### src/rtl/w_pattern_pkg.sv
// w_pattern_pkg: shared FSM/model state types and the length clamp for w_pattern_gen
package w_pattern_pkg;
  typedef enum logic [1:0] {IDLE = 2'b00, SHIFT = 2'b01, DONE = 2'b10} gen_state_t;
  typedef enum logic [1:0] {A = 2'b00, B = 2'b01, C = 2'b10} model_state_t;
  function automatic int eff_len(input int len, input int width);
    return (len == 0 || len > width) ? width : len;
  endfunction
endpackage

### src/rtl/w_seq_model.sv
// w_seq_model: golden detector, exp_z high after two or more consecutive 1s on w
// Ports: clk, rst (async, active-high), w (serial bit), exp_z (predicted detector output)
module w_seq_model
  import w_pattern_pkg::*;
(
  input  logic clk,
  input  logic rst,
  input  logic w,
  output logic exp_z
);
  model_state_t s, s_n;
  always_ff @(posedge clk or posedge rst)
    if (rst) s <= A;
    else s <= s_n;
  always_comb begin
    s_n = w ? ((s == A) ? B : C) : A;
  end
  assign exp_z = (s == C);
endmodule

### src/rtl/w_pattern_gen.sv
// w_pattern_gen: loads a parallel pattern over valid/ready and shifts it out LSB-first on w
// Ports: clk, rst (async, active-high); load_valid/load_ready/load_data/load_len load port;
//   w, w_valid serial output; busy, done status; z_in detector return; mismatch, err_cnt check results.
// Build option W_PATTERN_GEN_Z_CHECK_EN adds a golden detector model that checks z_in;
//   without it z_in is ignored and mismatch/err_cnt are tied to 0.
module w_pattern_gen
  import w_pattern_pkg::*;
#(
  parameter int WIDTH = 8,
  parameter int LEN_W = $clog2(WIDTH + 1)
) (
  input  logic             clk,
  input  logic             rst,
  input  logic             load_valid,
  output logic             load_ready,
  input  logic [WIDTH-1:0] load_data,
  input  logic [LEN_W-1:0] load_len,
  output logic             w,
  output logic             w_valid,
  output logic             busy,
  output logic             done,
  input  logic             z_in,
  output logic             mismatch,
  output logic [7:0]       err_cnt
);
  gen_state_t state, state_n;
  logic [WIDTH-1:0] sr;
  logic [LEN_W-1:0] cnt;
  always_ff @(posedge clk or posedge rst)
    if (rst) begin
      state <= IDLE;
      sr <= '0;
      cnt <= '0;
    end else begin
      state <= state_n;
      if (state == IDLE && load_valid) begin
        sr <= load_data;
        cnt <= LEN_W'(eff_len(int'(load_len), WIDTH));
      end else if (state == SHIFT) begin
        sr <= sr >> 1;
        cnt <= cnt - LEN_W'(1);
      end
    end
  always_comb begin
    state_n = (state == IDLE)  ? (load_valid ? SHIFT : IDLE) :
              (state == SHIFT) ? ((cnt == LEN_W'(1)) ? DONE : SHIFT) : IDLE;
  end
  assign load_ready = (state == IDLE);
  assign w_valid    = (state == SHIFT);
  assign w          = w_valid & sr[0];
  assign busy       = (state != IDLE);
  assign done       = (state == DONE);
`ifdef W_PATTERN_GEN_Z_CHECK_EN
  logic exp_z;
  w_seq_model u_model (.clk(clk), .rst(rst), .w(w), .exp_z(exp_z));
  always_ff @(posedge clk or posedge rst)
    if (rst) begin
      mismatch <= 1'b0;
      err_cnt <= '0;
    end else begin
      mismatch <= exp_z ^ z_in;
      err_cnt <= ((exp_z ^ z_in) && err_cnt != 8'hFF) ? err_cnt + 8'd1 : err_cnt;
    end
`else
  logic unused_z;
  assign unused_z = z_in;
  assign mismatch = 1'b0;
  assign err_cnt  = '0;
`endif
endmodule

### config.mk
export PLATFORM = sky130hd
export DESIGN_NAME = w_pattern_gen
export DESIGN_NICKNAME = d
export VERILOG_FILES = /design/src/rtl/w_pattern_pkg.sv /design/src/rtl/w_seq_model.sv /design/src/rtl/w_pattern_gen.sv
export SDC_FILE = /design/constraint.sdc
export NUM_CORES = 1
export LEC_CHECK = 0
export ABC_AREA = 1
export CORE_MARGIN = 10
export CORE_UTILIZATION = 35
export DETAILED_ROUTE_END_ITERATION = 10
export GPL_ROUTABILITY_DRIVEN = 0
export PLACE_DENSITY = 0.66
export SETUP_SLACK_MARGIN = 0.3
export SLEW_MARGIN = 20
export SYNTH_ARGS = -nofsm -noshare
export SYNTH_HDL_FRONTEND = slang
export SYNTH_SLANG_ARGS = --single-unit
### constraint.sdc
create_clock -name clk -period 1.7 [get_ports clk]
set_clock_uncertainty 0.05 [all_clocks]
set_input_delay 0.51 -clock clk [delete_from_list [all_inputs] [get_ports clk]]
set_output_delay 0.51 -clock clk [all_outputs]
set_load 0.05 [all_outputs]
After elaboration in Yosys (flattened, before gate mapping)
Index checks and enable logic that the tools add are counted.
{"block": "totals", "out_inout_bits": 14, "regBits": 14, "elab_cells": 24, "input_bits": 16}
{"block": "classes", "order_cmp": 1, "mux": 9, "n_eq_ne": 3, "addsub": 1, "bitwise": 1, "n_reduce_logical": 6}
{"op": "$mux 8", "n": 2}
{"op": "$mux 4", "n": 3}
{"op": "$mux 2", "n": 3}
{"op": "$eq 4x1->1 const B", "n": 1}
{"op": "$gt 4x4->1 const B", "n": 1}
{"op": "$logic_not 4->1", "n": 1}
{"op": "$reduce_bool 2->1", "n": 2}
{"op": "$sub 4x1->4 const B", "n": 1}
{"op": "$eq 2x1->1 const B", "n": 1}
{"op": "$eq 2x2->1 const B", "n": 1}
{"op": "$logic_not 2->1", "n": 1}
{"op": "$and 1x1->1", "n": 1}
{"op": "$logic_and 1x1->1", "n": 1}
{"op": "$logic_or 1x1->1", "n": 1}
{"op": "$mux 1", "n": 1}

Depth between registers and ports, before layout
{"block": "logic_depth", "word_depth": 4, "depth_mapped": 6, "ltp_nobuf": 6}

Worst setup path after synthesis
OpenSTA, ideal clock, no wires.
{"block": "synth_timing", "path_type": "register -> output", "start": "reg state[1]", "end": "out w", "setup_slack_ns": -0.132, "arrival_time_ns": 1.272, "stages_incl_launch_ff": 4, "n_path_buf": 0, "path_cell_list": "dfrtp_1 > inv_1 > nand2_2 > nor2_1"}
{"block": "synth_between", "elab_chain_len": 2}
{"item": "from (decl)", "line": "w_pattern_gen.sv:26", "text": "gen_state_t state, state_n;"}
{"item": "from (signal assigned)", "line": "w_pattern_gen.sv:35", "text": "state <= state_n;"}
{"item": "$eq 2x1->1", "line": "w_pattern_gen.sv:49", "text": "assign w_valid = (state == SHIFT);"}
{"item": "$and 1x1->1", "line": "w_pattern_gen.sv:50", "text": "assign w = w_valid & sr[0];"}
{"item": "to (decl)", "line": "w_pattern_gen.sv:18", "text": "output logic w,"}
Every way passes these cells.

Worst setup path in the final report
{"block": "layout_timing", "start": "reg state[0]", "end": "out busy"}
{"block": "layout_between", "elab_chain_len": 1}
{"item": "$reduce_bool 2->1", "line": "w_pattern_gen.sv:51", "text": "assign busy = (state != IDLE);"}
{"item": "to (decl)", "line": "w_pattern_gen.sv:20", "text": "output logic busy,"}
Every way passes these cells.

==> results.txt <==
Bufs on Longest Clock Path - 2
Sink of the worst hold path - sr[2]
CP Capture Type - primary output
R2r setup slk - 0.38 ns
Status - complete, no violations
Non-Filler Instances - 166
Cells after synthesis - 104
Worst reg2reg startpoint - state[0]
Hold path cells - 2
Fmax - 0.593 GHz
N_diodes - 0
Top cell type's share of synthesized area - 43.3%
Peak supply drop - 0.00116 V
CTS Buf Count - 3
Period utilization - 99.3%
Synth cell types - 17
Final ANT Viol Nets - 0
Routed via count - 723
Startpoint types - register
Initial antenna violation count - 0
Fin. Hold Viols - 0
Tmin final - 1.69 ns
Placeable Area - 2210 um^2
Area Overhead vs Synth - 50.8%
IO buf count - 19
Yosys reg bits - 14
Detailed Place HPWL - 1.55 mm
Hold crit path type - reg -> reg
Die Area - 4630 um^2
Critical Path AT - 1.13 ns
H-tree depth - 1
Ports - 30
Filler cells - 231
Routed len/inst - 11.7 um
Chip width - 68.1 um
Root Buffer - clkbuf_4
LEAKAGE - 0.000599 uW
Mapped Area - 808 um^2
Post-synth EDFFs - 0
Largest net degree at the start of global routing - 15
Synth Warn # - 0
Post-Route WL - 1.95 mm
Crit path from - state[0]
Nets - 157
Detailed Routing Iterations Pass 1 - 4
Reg clk slew, reported paths - 0.09 ns
Top cell type by total area after synthesis - dfrtp_1
CP Max Fanout - 4
Count leader, synth - nand2_1
Clock sink total - 14
Cell Rows - 17
Sequential share of the synthesized area - 43.3%
Clk_lat worst skew - 0.27 ns
Reg2reg path depth - 7
Async SR Flop Fraction - 100%
Global-route wire length before repair - 3.17 mm
Vias/cell - 4.36
CP Data Required Time - 1.14 ns
Prevailing post-synth register cell - dfrtp_1
Max-cap check violation count - 0
DRC - 0
Hold_buf cts - 0
Pins Over Slew Limit - 0
Minimum hold slack - 0.455 ns
Final setup viols - 0
Fin area - 1220 um^2
Initial DRC count - 21
GRT Resource Usage Total - 8.56%
Setup CP Type - reg -> out
Reg2reg end - sr[5]
Mapped Avg Cell Area - 7.77 um^2
DIE HEIGHT - 68.1 um
Initial Util - 36.5%
Ranking of synthesized cells by area - dfrtp_1, nand2_1, buf_4, nand3_1, inv_1
Placed cell count - 155
Core Util, Final - 55.1%
Hold Crit Start - sr[3]
RSZ-0062 raised after global routing - yes
Vias in the first global route - 737
Commonest cells post-synth - nand2_1, dfrtp_1, inv_1
Share of post-route cells with drive strength above 1 - 24.6%
Power Dens Cells - 1750 nW/um^2
Congestion Overflow GR - 0
CTS tree - built
DP Area - 1090 um^2
## flip-flops by register name, indices dropped and copies added, names as in the netlist
register	count
cnt	4
sr	8
state	2
## worst max path at each step
stage                     endpoint
after global routing          busy
after global placement       sr[6]
after CTS                     busy
after floorplan               busy
after detailed placement     sr[6]
final                         busy
## metrics by stage
stage | power [uW] | worst slack, ns | setup TNS (ns)
floorplan | 1310 | 0.0879 | 0
global placement | 1720 | 0.0334 | 0
detailed placement | 1760 | 0.0278 | 0
CTS | 2090 | -0.00825 | -0.0104
global route | 2290 | -0.0551 | -0.0965
finish | 2130 | 0.0123 | 0
## layout make-up
class                   count  area [um^2]  area share [%]
clock buffers               4         36.3            2.98
inverters                  17         71.3            5.85
multi-input cells          71          373            30.6
flip-flops and latches     14          352            28.9
well taps                  28         35.0            2.87
repair buffers             32          352            28.9
## worst max-delay path, cell delays in order (launching register included)
cell     delay (ns)
dfrtp_2        0.48
nor2_4         0.17
inv_2          0.06
buf_12         0.14
## per-layer routing
metal | GRT usage [%] | wire length, um
met5 | 0 | 0
met4 | 1.51 | 0
met3 | 3.10 | 166
met2 | 14.3 | 941
met1 | 10.4 | 842
## timing repair
action | 4_1_cts | 5_1_grt
endpoints found under the setup margin | 5 | 12
buffers inserted | 4 | 3
pin swaps | 2 | 3
gates resized for setup | 5 | 7
## cell usage in the layout, fill, tap and decap left out
| master | count |
|---|---|
| clkbuf_8 | 1 |
| dfrtp_2 | 1 |
| inv_1 | 12 |
| o211ai_1 | 5 |
| nor2_1 | 4 |
| ha_1 | 2 |
| nor2_4 | 3 |
| nand2_1 | 26 |
| clkbuf_4 | 3 |
| inv_4 | 1 |
| o21ai_1 | 3 |
| o21ai_4 | 1 |
| nand2_2 | 1 |
| clkdlybuf4s50_1 | 13 |
| nand3_1 | 13 |
| buf_4 | 10 |
| a21oi_1 | 2 |
| conb_1 | 9 |
| nand2_4 | 1 |
| clkinv_4 | 1 |
| dfrtp_1 | 13 |
| inv_2 | 3 |
| nand4_1 | 1 |
| buf_6 | 3 |
| buf_12 | 5 |
| dlymetal6s2s_1 | 1 |
## power by group
| group | internal [uW] | switching (uW) | total [uW] |
|---|---|---|---|
| logic | 594 | 725 | 1320 |
| registers | 479 | 94.8 | 574 |
| clock network | 130 | 108 | 238 |
## cell families (layout without fill, tap and decap cells)
family	count (synthesis)	count (layout)	share of synthesized area, %
adders and majority gates	2	2	3.10
AOI/OAI and AO/OA	11	11	8.82
DFF	14	14	43.3
buffers and inverters	27	53	17.6
and+or+nand+nor	49	49	26.6
other	1	9	0.464
(Power assumes the default switching activity.)
